--- src/rtl/adder_rr_arbiter_if.sv ---
// adder_rr_arbiter_if: request/response bus between four requesters, the shared adder and its consumer
interface adder_rr_arbiter_if #(parameter int N = 16);
    logic [3:0]     req_valid;
    logic [4*N-1:0] req_a;
    logic [4*N-1:0] req_b;
    logic [3:0]     req_ready;
    logic           rsp_valid;
    logic [1:0]     rsp_id;
    logic [N-1:0]   rsp_sum;
    logic           rsp_cout;
    logic           rsp_ready;
    modport master (output req_valid, req_a, req_b, rsp_ready,
                    input  req_ready, rsp_valid, rsp_id, rsp_sum, rsp_cout);
    modport slave  (input  req_valid, req_a, req_b, rsp_ready,
                    output req_ready, rsp_valid, rsp_id, rsp_sum, rsp_cout);
endinterface

--- src/rtl/adder_rr_arbiter.sv ---
// adder_rr_arbiter: one ripple adder time-shared by four requesters under round-robin arbitration
module adder_rr_arbiter #(
    parameter int N    = 16,
    parameter int NREQ = 4
) (
    input logic              clk,
    input logic              rst_n,
    adder_rr_arbiter_if.slave bus
);
    typedef enum logic {EMPTY, FULL} state_t;
    state_t            state_q, state_d;
    logic [1:0]        ptr_q, ptr_d, id_q, id_d, off, g;
    logic [N-1:0]      sum_q, sum_d, a, b, s;
    logic              cout_q, cout_d, en, xfer;
    logic [NREQ-1:0]   rot, grant;
    logic [2*NREQ-1:0] dbl;
    logic [N:1]        c;
    // req_ready is forced low while reset is held, not just after the flops clear
    always_comb begin
        en    = rst_n && (state_q == EMPTY || bus.rsp_ready);
        dbl   = {bus.req_valid, bus.req_valid} >> ptr_q;
        rot   = dbl[NREQ-1:0];
        off   = rot[0] ? 2'd0 : rot[1] ? 2'd1 : rot[2] ? 2'd2 : 2'd3;
        g     = ptr_q + off;
        xfer  = en && |bus.req_valid;
        grant = xfer ? 4'b1 << g : 4'b0;
        a     = bus.req_a[g*N +: N];
        b     = bus.req_b[g*N +: N];
    end
    assign s[0] = a[0] ^ b[0];
    assign c[1] = a[0] & b[0];
    genvar i;
    for (i = 1; i < N; i++) begin : g_fa
        assign s[i]   = a[i] ^ b[i] ^ c[i];
        assign c[i+1] = (a[i] & b[i]) | (c[i] & (a[i] ^ b[i]));
    end
    always_comb begin
        state_d = xfer ? FULL : bus.rsp_ready ? EMPTY : state_q;
        ptr_d   = xfer ? g + 2'd1 : ptr_q;
        id_d    = xfer ? g : id_q;
        sum_d   = xfer ? s : sum_q;
        cout_d  = xfer ? c[N] : cout_q;
    end
    always_ff @(posedge clk or negedge rst_n) begin
        if (!rst_n) begin
            state_q <= EMPTY;
            ptr_q   <= '0;
            id_q    <= '0;
            sum_q   <= '0;
            cout_q  <= 1'b0;
        end else begin
            state_q <= state_d;
            ptr_q   <= ptr_d;
            id_q    <= id_d;
            sum_q   <= sum_d;
            cout_q  <= cout_d;
        end
    end
    assign bus.req_ready = grant;
    assign bus.rsp_valid = state_q == FULL;
    assign bus.rsp_id    = id_q;
    assign bus.rsp_sum   = sum_q;
    assign bus.rsp_cout  = cout_q;
endmodule

--- src/flat_wrapper.sv ---
// flat-port wrapper written by rule: the top's interface ports become plain ports
module adder_rr_arbiter_flat 
#(
    parameter int N    = 16,
    parameter int NREQ = 4
)
  (clk, rst_n, bus_req_valid, bus_req_a, bus_req_b, bus_rsp_ready, bus_req_ready, bus_rsp_valid, bus_rsp_id, bus_rsp_sum, bus_rsp_cout);
  adder_rr_arbiter_if #(.N(N)) bus_i ();
  input logic clk;
  input logic rst_n;
  input wire logic [$bits(bus_i.req_valid)-1:0] bus_req_valid;
  input wire logic [$bits(bus_i.req_a)-1:0] bus_req_a;
  input wire logic [$bits(bus_i.req_b)-1:0] bus_req_b;
  input wire logic [$bits(bus_i.rsp_ready)-1:0] bus_rsp_ready;
  output wire logic [$bits(bus_i.req_ready)-1:0] bus_req_ready;
  output wire logic [$bits(bus_i.rsp_valid)-1:0] bus_rsp_valid;
  output wire logic [$bits(bus_i.rsp_id)-1:0] bus_rsp_id;
  output wire logic [$bits(bus_i.rsp_sum)-1:0] bus_rsp_sum;
  output wire logic [$bits(bus_i.rsp_cout)-1:0] bus_rsp_cout;
  assign bus_i.req_valid = bus_req_valid;
  assign bus_i.req_a = bus_req_a;
  assign bus_i.req_b = bus_req_b;
  assign bus_i.rsp_ready = bus_rsp_ready;
  assign bus_req_ready = bus_i.req_ready;
  assign bus_rsp_valid = bus_i.rsp_valid;
  assign bus_rsp_id = bus_i.rsp_id;
  assign bus_rsp_sum = bus_i.rsp_sum;
  assign bus_rsp_cout = bus_i.rsp_cout;
  adder_rr_arbiter #(.N(N), .NREQ(NREQ)) u_core (.clk(clk), .rst_n(rst_n), .bus(bus_i));
endmodule
--- config.mk ---
export PLATFORM = sky130hd
export DESIGN_NAME = adder_rr_arbiter_flat
export DESIGN_NICKNAME = d
export VERILOG_FILES = /design/src/rtl/adder_rr_arbiter_if.sv /design/src/rtl/adder_rr_arbiter.sv /design/src/flat_wrapper.sv
export SDC_FILE = /design/constraint.sdc
export NUM_CORES = 1
export LEC_CHECK = 0
export CAP_MARGIN = 20
export CORE_MARGIN = 2
export CORE_UTILIZATION = 30
export CTS_BUF_LIST = sky130_fd_sc_hd__clkbuf_8
export CTS_CLUSTER_SIZE = 30
export DETAILED_ROUTE_END_ITERATION = 10
export PLACE_DENSITY = 0.7
export SETUP_SLACK_MARGIN = 0.5
export SYNTH_ARGS = -nofsm -noshare
export SYNTH_HDL_FRONTEND = slang
export SYNTH_SLANG_ARGS = --single-unit
--- constraint.sdc ---
create_clock -name clk -period 12.1 [get_ports clk]
set_clock_uncertainty 0.15 [all_clocks]
set_input_delay 1.21 -clock clk [delete_from_list [all_inputs] [get_ports clk]]
set_output_delay 1.21 -clock clk [all_outputs]
set_load 0.1 [all_outputs]
**Yosys cells after proc, flatten, opt, wreduce, memory -nomap -nowiden**

Cells that the tools add are included.

- Add/sub/neg operators: 2
- Muxes and demuxes: 6
- Reduce and logical (&&, ||, !) cells: 5
- Bitwise logic cells: 78
- Shift-type cells: 4

Operator list:

| operator | number |
|---|---|
| variable part select 64 x 7 -> 16 bit | 2 |
| AND 1 bit | 31 |
| bitwise XOR 1 bit | 31 |
| OR 1 bit | 15 |
| right shift 8 x 2 -> 3 bit | 1 |
| two-way mux 2 bit | 2 |
| two-way mux 4 bit | 1 |
| OR reduction 4 bit | 1 |
| left shift 1 x 2 -> 4 bit (first input constant) | 1 |
| two-way mux 1 bit | 3 |
| adder 2 x 1 -> 2 bit (second input constant) | 1 |
| adder 2 bit | 1 |
| logical AND 1 bit | 2 |
| nonzero test 2 bit | 1 |
| logical OR 1 bit | 1 |
| inverter 1 bit | 1 |

- Word-level logic and storage cells: 100
- Output and inout port bits: 24
- Bits in registers: 22
- Input port bits: 135

**Depth between registers and ports, before layout**

Gate-level depths: netlist of the first run.

- Depth after elaboration: 37
- Depth in mapped cells: 29
- Gate-level depth less buffers: 28

**Worst setup path before layout of the first run**

Ideal clock, no wire load.

- Path kind: input to register
- Start: in bus_req_valid[1]
- End: reg u_core.sum_q[15] (netlist: u_core.bus.rsp_sum[15])
- Slack: 2.711 ns
- Path buffers: 2
- Arrival time: 9.113 ns
- Data required time: 11.824 ns
- Stages on the path: 27
- Cells stage by stage: nand2b_1 -> a21oi_1 -> a311oi_1 -> a21oi_1 -> ha_1 -> clkbuf_1 -> clkbuf_1 -> mux4_1 -> fa_1 -> fa_1 -> fa_1 -> fa_1 -> fa_1 -> fa_1 -> fa_1 -> fa_1 -> fa_1 -> fa_1 -> fa_1 -> fa_1 -> inv_1 -> fa_1 -> inv_1 -> fa_1 -> inv_1 -> fa_1 -> mux2_2

- Cells in the longest elaborated chain, start to end: 36
- Elaborated cells on any way between the ends: 68
- Those cells by class: add/sub: 1; shift: 3; mux: 3; bitwise: 59; reduce/logical: 2

Ends and longest elaborated chain:

| what | line | RTL |
|---|---|---|
| from (decl) | flat_wrapper.sv:11 | `input wire logic [$bits(bus_i.req_valid)-1:0] bus_req_valid;` |
| right shift 8 x 2 -> 3 bit * | adder_rr_arbiter.sv:21 | `dbl = {bus.req_valid, bus.req_valid} >> ptr_q;` |
| two-way mux 1 bit | adder_rr_arbiter.sv:23 | `off = rot[0] ? 2'd0 : rot[1] ? 2'd1 : rot[2] ? 2'd2 : 2'd3;` |
| two-way mux 2 bit | adder_rr_arbiter.sv:23 |  |
| two-way mux 2 bit * | adder_rr_arbiter.sv:23 |  |
| adder 2 bit * | adder_rr_arbiter.sv:24 | `g = ptr_q + off;` |
| via u_core.g[0] | adder_rr_arbiter.sv:12 | `logic [1:0] ptr_q, ptr_d, id_q, id_d, off, g;` |
| variable part select 64 x 7 -> 16 bit, on equally long branches | adder_rr_arbiter.sv:27, adder_rr_arbiter.sv:28 |  |
| AND 1 bit / bitwise XOR 1 bit (equally long branches) | adder_rr_arbiter.sv:31, adder_rr_arbiter.sv:35 |  |
| (+22 left out) | - |  |
| AND 1 bit | adder_rr_arbiter.sv:35 | `assign c[i+1] = (a[i] & b[i]) \| (c[i] & (a[i] ^ b[i]));` |
| OR 1 bit | adder_rr_arbiter.sv:35 |  |
| AND 1 bit | adder_rr_arbiter.sv:35 |  |
| OR 1 bit | adder_rr_arbiter.sv:35 |  |
| AND 1 bit | adder_rr_arbiter.sv:35 |  |
| OR 1 bit | adder_rr_arbiter.sv:35 |  |
| bitwise XOR 1 bit * | adder_rr_arbiter.sv:34 | `assign s[i] = a[i] ^ b[i] ^ c[i];` |
| via u_core.s[15] | adder_rr_arbiter.sv:13 | `logic [N-1:0] sum_q, sum_d, a, b, s;` |
| to (signal assigned) | adder_rr_arbiter.sv:55 | `sum_q <= sum_d;` |
| to (decl) | adder_rr_arbiter.sv:13 |  |

The timed path passes the listed nets; every way through them passes the cells marked *.
A chain may end at the register's enable or synchronous reset.

**Final worst setup path of the first run**

- Start: in bus_req_valid[2]
- End: reg u_core.sum_q[15] (netlist: u_core.bus.rsp_sum[15])

- Cells in the longest elaborated chain, start to end: 36
- Elaborated cells on any way between the ends: 68
- Those cells by class: add/sub: 1; shift: 3; mux: 3; bitwise: 59; reduce/logical: 2

Ends and longest elaborated chain:

| what | line |
|---|---|
| right shift 8 x 2 -> 3 bit * | adder_rr_arbiter.sv:21 |
| two-way mux 1 bit | adder_rr_arbiter.sv:23 |
| two-way mux 2 bit | adder_rr_arbiter.sv:23 |
| two-way mux 2 bit * | adder_rr_arbiter.sv:23 |
| adder 2 bit * | adder_rr_arbiter.sv:24 |
| variable part select 64 x 7 -> 16 bit, on equally long branches | adder_rr_arbiter.sv:27, adder_rr_arbiter.sv:28 |
| AND 1 bit / bitwise XOR 1 bit (equally long branches) | adder_rr_arbiter.sv:31, adder_rr_arbiter.sv:35 |
| AND 1 bit | adder_rr_arbiter.sv:35 |
| (+21 left out) | - |
| AND 1 bit | adder_rr_arbiter.sv:35 |
| OR 1 bit | adder_rr_arbiter.sv:35 |
| AND 1 bit | adder_rr_arbiter.sv:35 |
| OR 1 bit | adder_rr_arbiter.sv:35 |
| AND 1 bit | adder_rr_arbiter.sv:35 |
| OR 1 bit | adder_rr_arbiter.sv:35 |
| bitwise XOR 1 bit * | adder_rr_arbiter.sv:34 |
| via u_core.s[15] | adder_rr_arbiter.sv:13 |

Marked as above.

==> results of run 1 <==
==> worst paths after layout <==
check                                                endpoint                              start  cells after the start  slack, ns
max                        u_core.bus.rsp_sum[15]$_DFFE_PN0P_                   bus_req_valid[2]                     24       2.32
min                         u_core.bus.rsp_sum[7]$_DFFE_PN0P_  u_core.bus.rsp_sum[7]$_DFFE_PN0P_                      2       0.33
max reg2reg                u_core.bus.rsp_sum[15]$_DFFE_PN0P_        u_core.ptr_q[1]$_DFFE_PN0P_                     25       3.34
min reg2reg                 u_core.bus.rsp_sum[7]$_DFFE_PN0P_  u_core.bus.rsp_sum[7]$_DFFE_PN0P_                      2       0.33
max in group asynchronous    u_core.bus.rsp_valid$_DFFE_PN0P_                              rst_n                      2      10.40
min in group asynchronous    u_core.bus.rsp_id[0]$_DFFE_PN0P_                              rst_n                      2       1.15
==> report_power, final <==
group,total [W],switching [W],internal [W]
registers,0.000135,0.0000216,0.000114
logic,0.00109,0.000636,0.000451
clock network,0.0000530,0.0000240,0.0000290
total,0.00128,0.000682,0.000593
==> tightest hold or removal path: cells and delay by family (launching register included) <==
family           cells  cell delay [ns]
AO/OA/AOI/OAI        1             0.06
flip-flops           1             0.35
AND/OR/NAND/NOR      1             0.04
==> state kept, by name, summed over array words and instances (netlist names) <==
| register | count |
|---|---|
| u_core.bus.rsp_cout | 1 |
| u_core.bus.rsp_id | 2 |
| u_core.bus.rsp_sum | 16 |
| u_core.bus.rsp_valid | 1 |
| u_core.ptr_q | 2 |
==> per-layer routing <==
| layer | track usage, % | vias to the layer above | routed length (µm) | share of wire [%] |
|---|---|---|---|---|
| li1 | - | 1136 | - | - |
| met1 | 17.2 | 1085 | 2800 | 40 |
| met2 | 27.8 | 84 | 3680 | 53 |
| met3 | 2.01 | 4 | 404 | 5.8 |
| met4 | 3.58 | 0 | 77 | 1.1 |
| met5 | 0 | - | 0 | 0 |
==> synth_stat cells, types with 3 or more instances <==
cell,instances
buf_6,3
clkbuf_1,6
dfrtp_1,22
fa_1,15
ha_1,6
inv_1,118
mux2_2,5
mux4_1,30
nand2_1,17
nand2b_1,3
nor2_1,5
o21ai_0,17
==> through the flow <==
| stage | hold WS, ns | setup WS, ns | area, µm² | std cells | power [W] |
|---|---|---|---|---|---|
| final | 0.331 | 2.32 | 4350 | 522 | 0.00128 |
| after global routing | 0.368 | 1.98 | 4350 | 522 | 0.00139 |
| after CTS | 0.338 | 2.24 | 4350 | 522 | 0.00130 |
| after detailed placement | 0.319 | 1.98 | 4300 | 518 | 0.00124 |
| after global placement | 0.312 | 2.10 | 4300 | 518 | 0.00121 |
| after floorplan | 0.394 | 2.71 | 2600 | 262 | 0.000959 |
==> area by class of cell <==
type | count | share of cell area [%]
Timing Repair Buffer | 162 | 37.0
Multi-Input combinational cell | 111 | 35.9
Sequential cell | 22 | 12.7
Inverter | 118 | 10.2
Tap cell | 105 | 3.02
Clock buffer | 4 | 1.27
==> cell families (layout without fill, tap and decap cells) <==
logic type,after synthesis,after routing,share of synthesized area [%]
flops,22,22,21.1
simple gates,26,26,4.18
buf+inv,129,284,19.5
compound gates,25,25,5.57
mux,38,38,34.6
xor+xnor,1,1,0.625
fa+ha+maj,21,21,14.4
==> PnR_summary.wiki, run 1 <==
{| class="wikitable"
! Metric !! Value
|-
| H-tree depth || 1
|-
| HPWL after detailed placement || 6130 µm
|-
| Global-route wire length before repair || 11100 µm
|-
| Summed instance area of the synthesized netlist || 2600 µm²
|-
| Critical path launch point type || primary input
|-
| Top delay family on crit path || adder cells
|-
| Slowest stage delay, CP || 0.57 ns
|-
| TritonCTS buffer count || 3
|-
| Number of sinks handled by clock tree synthesis || 22
|-
| Hold-fix buffers, CTS || 0
|-
| Overall Global Routing Usage || 14.6%
|-
| Finished Core Util || 52.4%
|-
| Chip width || 97.2 µm
|-
| Maximum number of pins on one net before global-route repair || 24
|-
| Number of enable-type register cells in the synthesized netlist || 0
|-
| RSZ-0062 raised after global routing || no
|-
| Number of port buffers || 158
|-
| Biggest area consumer among synthesized cells || mux4_1
|-
| Post-CTS clock slew at the launch and capture registers of the worst setup and hold paths || 0.08 ns
|-
| Die Area || 9440 µm²
|-
| Seq cells post-synth || 22
|-
| Layout overhead on the synthesized area || 67.1%
|-
| DRC violation count after routing || 0
|-
| IO Pins || 159
|-
| Number of optimization iterations in the first detailed-route pass || 4
|-
| Routed vias/inst || 4.42
|-
| Final worst path period share || 80.8%
|-
| Synthesis Warnings || 0
|-
| Post-synth top area share || 30.3%
|-
| Register area || 551 µm²
|-
| Syn_area_per_cell || 9.94 µm²
|-
| Async SR Flop Fraction || 100%
|-
| Number of slew-limit violations in the final report || 0
|-
| Total vias in the final route || 2309
|-
| Chain of cells forming the critical path || clkdlybuf4s50_1 -> mux2_1 -> a222oi_1 -> xor2_4 -> mux4_1 -> fa_1 -> fa_1 -> fa_1 -> fa_1 -> fa_1 -> fa_1 -> fa_1 -> fa_1 -> fa_1 -> fa_1 -> fa_1 -> fa_1 -> inv_1 -> fa_1 -> inv_1 -> fa_1 -> inv_1 -> fa_1 -> mux2_2
|-
| Layout cells sized above 1 || 4.32%
|-
| Total Wirelength || 6960 µm
|-
| Category of the most critical setup path || primary input to flop
|-
| Synth area leaders || mux4_1 30%, dfrtp_1 21%, inv_1 17%, fa_1 12%, o21ai_0 3.3%
|-
| Crit path max-delay cell type || clkdlybuf4s50_1
|-
| Most common library cell in the layout ignoring fill and taps || clkdlybuf4s50_1
|-
| Die extent in y || 97.2 µm
|-
| TritonCTS clock tree || built
|-
| Post-layout min period || 9.78 ns
|-
| Max transition margin || 30.4%
|-
| Buf+Inv Stages, Crit Path || 4
|-
| Gp weighted congestion || 0.817
|-
| Combined area of the multi-input logic cells || 1560 µm²
|-
| Total number of nets in the final design || 574
|-
| Initial antenna violation count || 0
|-
| Mapped Nets || 418
|-
| Count of routing violations after the opening detailed-route iteration || 51
|-
| Outcome || finished clean
|-
| Worst path most repeated cell || fa_1
|-
| Number of global-route vias before repair || 2364
|-
| Effective utilization at floorplan || 31.4%
|-
| Number of rows created at floorplan || 33
|-
| Share of synthesized area occupied by flip-flops and latches || 21.1%
|-
| Remaining number of nets flagged by the antenna check after routing || 0
|-
| Highest-count cells in the layout ignoring fill and taps || 158 x clkdlybuf4s50_1, 118 x inv_1, 30 x mux4_1
|-
| Number of maximum-capacitance constraint violations || 0
|-
| Transition at the pin with the smallest max-transition slack || 1.04 ns
|-
| Worst Path Arrival || 9.78 ns
|-
| Number of hold violations in the final report || 0
|-
| Sum of overflow across all layers after global routing || 0
|-
| Most frequently used flop master after synthesis || dfrtp_1
|-
| Area of the core || 8300 µm²
|-
| Clock latency on the worst-skew pair || 0.26 ns
|-
| Setup TNS || 0 ns
|-
| Fillers || 761
|-
| Clock root buffer master || clkbuf_8
|-
| Worst hold-check path type || flop to flop
|-
| Maximum clock insertion buffer count || 2
|-
| Largest driver fanout on the critical path || 22
|-
| # setup viols final || 0
|-
| WL per Instance || 13.3 µm
|-
| Post-cts repair resize count || 0
|-
| Synth Instances || 262
|-
| Power density over the cells || 293 nW/µm²
|-
| Sort of element at the end of the critical path || flop
|-
| Postcts setup bufs || 0
|-
| Distinct cell type count of the synthesized netlist || 24
|-
| Worst Path Required || 12.10 ns
|-
| Reported leakage power || 2.16 nW
|-
| Diode insertion count for antenna repair || 0
|-
| Fmax || 0.102 GHz
|-
| Max VDD drop || 0.109 mV
|}
Note: power is estimated with default switching activity, not from simulation.
==> run 2: changes to the inputs <==
Clock period 12.1 ns to 9.6 ns, I/O delays scaled along.
==> PnR_summary.wiki, run 2 (same netlist as run 1, synthesis figures left out) <==
{| class="wikitable"
! Metric !! Value
|-
| Die Area || 9440 µm² (unchanged)
|-
| Post-layout min period || 8.88 ns
|-
| Worst Path Required || 9.61 ns (-2.49 ns)
|-
| IO Pins || 159 (unchanged)
|-
| Max transition margin || 31.7% (+1.3 points)
|-
| Total Wirelength || 7050 µm (+1.3%)
|-
| Critical path launch point type || primary input
|-
| TritonCTS buffer count || 3 (unchanged)
|-
| Fillers || 748 (-1.7%)
|-
| Power density over the cells || 375 nW/µm² (+28%)
|-
| Crit path max-delay cell type || mux4_2
|-
| Outcome || finished clean
|-
| Hold-fix buffers, CTS || 0 (unchanged)
|-
| Post-layout instance area || 4410 µm² (+1.3%)
|-
| Clock Power Share || 5.3% (+1.1 points)
|-
| Postcts setup bufs || 0 (unchanged)
|-
| Total number of nets in the final design || 577 (+0.52%)
|-
| Internal cell power || 0.000791 W (+33%)
|-
| Sort of element at the end of the critical path || flop
|-
| Setup TNS || 0 ns (unchanged)
|-
| WL per Instance || 13.4 µm (+0.72%)
|-
| HPWL after detailed placement || 6310 µm (+2.9%)
|-
| Logic depth of the worst path, buffers included || 26 (+8.3%)
|-
| Switching power as a share of total power || 52.1% (-1.3 points)
|-
| Count of routing violations after the opening detailed-route iteration || 52 (+2.0%)
|-
| Maximum number of pins on one net before global-route repair || 42 (+75%)
|-
| Worst Path Arrival || 8.89 ns (-0.89 ns)
|-
| Launch instance of the worst register-to-register path || u_core.ptr_q[1]$_DFFE_PN0P_
|-
| H-tree depth || 1 (unchanged)
|-
| Final worst path period share || 92.5%
|-
| RSZ-0062 raised after global routing || no
|-
| Number of sinks handled by clock tree synthesis || 22 (unchanged)
|-
| Slowest stage delay, CP || 0.53 ns (-0.04 ns)
|-
| Overall Global Routing Usage || 15.4% (+0.77 points)
|-
| TritonCTS clock tree || built
|-
| Capturing point of the worst reg2reg path || u_core.bus.rsp_sum[15]$_DFFE_PN0P_
|-
| Top delay family on crit path || adder cells
|-
| Die extent in y || 97.2 µm (unchanged)
|-
| Largest register FFs || 16 (unchanged)
|-
| Sequential fraction of design power || 10.4% (-0.2 points)
|-
| Effective utilization at floorplan || 31.4% (unchanged)
|-
| Reg2Reg Depth || 25 (unchanged)
|-
| Worst reg-to-reg setup slack || 1.39 ns (-1.95 ns)
|-
| Clock root buffer master || clkbuf_8
|-
| Gp weighted congestion || 0.852 (+4.3%)
|-
| Number of global-route vias before repair || 2580 (+9.1%)
|-
| Most common library cell in the layout ignoring fill and taps || clkdlybuf4s50_1
|-
| Total design power || 0.00165 W (+30%)
|-
| # setup viols final || 0 (unchanged)
|-
| Reported leakage power || 2.18 nW (+1.2%)
|-
| Number of rows created at floorplan || 33 (unchanged)
|-
| Layout cells sized above 1 || 6.19% (+1.9 points)
|-
| Global-route wire length before repair || 11900 µm (+7.1%)
|-
| CP startpoint || bus_req_valid[1]
|-
| DRC violation count after routing || 0 (unchanged)
|-
| Post-CTS clock slew at the launch and capture registers of the worst setup and hold paths || 0.09 ns (about the same)
|-
| Largest driver fanout on the critical path || 6 (-73%)
|-
| Number of port buffers || 158 (unchanged)
|-
| Highest-count cells in the layout ignoring fill and taps || 156 x clkdlybuf4s50_1, 118 x inv_1, 28 x mux4_1
|-
| Chip width || 97.2 µm (unchanged)
|-
| Number of optimization iterations in the first detailed-route pass || 5 (+1)
|-
| Max VDD drop || 0.159 mV (+45%)
|-
| Initial antenna violation count || 0 (unchanged)
|-
| Worst hold-check path type || flop to flop
|-
| Layout overhead on the synthesized area || 69.2%
|-
| Buf+Inv Stages, Crit Path || 4 (unchanged)
|-
| Remaining number of nets flagged by the antenna check after routing || 0 (unchanged)
|-
| Diode insertion count for antenna repair || 0 (unchanged)
|-
| Total vias in the final route || 2325 (+0.69%)
|-
| Number of slew-limit violations in the final report || 0 (unchanged)
|-
| Transition at the pin with the smallest max-transition slack || 1.02 ns (-0.0198 ns)
|-
| Worst path most repeated cell || fa_1
|-
| Routed vias/inst || 4.43 (+0.12%)
|-
| P_sw || 0.000862 W (+26%)
|-
| Critical path endpoint || u_core.bus.rsp_sum[15]$_DFFE_PN0P_
|-
| Area of the core || 8300 µm² (unchanged)
|-
| Sum of overflow across all layers after global routing || 0 (unchanged)
|-
| Clock latency on the worst-skew pair || 0.26 ns (about the same)
|-
| Placed cell area || 4320 µm² (+0.52%)
|-
| Number of hold violations in the final report || 0 (unchanged)
|-
| Maximum clock insertion buffer count || 2 (unchanged)
|-
| Category of the most critical setup path || primary input to flop
|-
| Number of maximum-capacitance constraint violations || 0 (unchanged)
|-
| Fmax || 0.113 GHz
|-
| Share of power burned in combinational logic || 84.3% (-0.9 points)
|}
[run 2: changes by cell type in the layout (fill, tap and decap cells not counted), moves of 2 or more]
cell | before | now
buf_4 | 4 | 6
fa_2 | 0 | 2
fa_1 | 15 | 13
clkdlybuf4s50_1 | 158 | 156
mux4_2 | 2 | 4
mux4_1 | 30 | 28
[run 2: power by group through the flow]
stage | Sequential, W | Combinational (W) | Clock [W]
2_1_floorplan | 0.000457 | 0.000753 | 0
3_3_place_gp | 0.000170 | 0.00137 | 0
3_5_place_dp | 0.000173 | 0.00141 | 0
4_1_cts | 0.000172 | 0.00142 | 0.0000893
5_1_grt | 0.000179 | 0.00153 | 0.0000949
6_report | 0.000172 | 0.00139 | 0.0000871
[run 2: area by class of cell]
class | count | area (µm²) | share of cell area [%]
flip-flops and latches | 22 | 551 | 12.5
repair buffers | 165 | 1640 | 37.2
well taps | 105 | 131 | 2.98
clock inverters | 1 | 30.0 | 0.681
clock buffers | 3 | 41.3 | 0.937
inverters | 118 | 443 | 10.1
multi-input cells | 111 | 1570 | 35.7
[run 2: metrics by stage]
step / cells / hold WS (ns) / utilization [%] / setup slack [ns]
after floorplan: 262 / 0.394 / - / 0.628
after global placement: 521 / 0.313 / 52.0 / 0.330
after detailed placement: 521 / 0.324 / 52.0 / 0.133
after CTS: 525 / 0.343 / 53.1 / 0.525
after global routing: 525 / 0.362 / 53.1 / 0.502
final: 525 / 0.337 / 53.1 / 0.721
[run 2: worst min-delay path: cells and delay by family (launching register included)]
family	cells	cell delay (ns)
AOI/OAI and AO/OA	1	0.06
DFF	1	0.35
and+or+nand+nor	1	0.04
[run 2: timing repair]
item                       CTS  global route
setup endpoints to repair    1             1
pin swaps                    2             3
gates resized for setup      4             5
[run 2: routing by layer]
layer / routed length, µm / GRT usage, %
met5: 0 / 0
met4: 47 / 3.68
met3: 404 / 2.09
met2: 3910 / 30.5
met1: 2680 / 17.1
[run 2: worst min-delay path by stage]
stage,startpoint,to,cells after the start
final,u_core.bus.rsp_sum[10]$_DFFE_PN0P_,u_core.bus.rsp_sum[10]$_DFFE_PN0P_,2
after global routing,u_core.bus.rsp_sum[7]$_DFFE_PN0P_,u_core.bus.rsp_sum[7]$_DFFE_PN0P_,2
after CTS,u_core.bus.rsp_sum[4]$_DFFE_PN0P_,u_core.bus.rsp_sum[4]$_DFFE_PN0P_,2
after detailed placement,u_core.bus.rsp_sum[4]$_DFFE_PN0P_,u_core.bus.rsp_sum[4]$_DFFE_PN0P_,2
after global placement,u_core.bus.rsp_id[0]$_DFFE_PN0P_,u_core.bus.rsp_id[0]$_DFFE_PN0P_,2
after floorplan,u_core.ptr_q[0]$_DFFE_PN0P_,u_core.ptr_q[0]$_DFFE_PN0P_,2
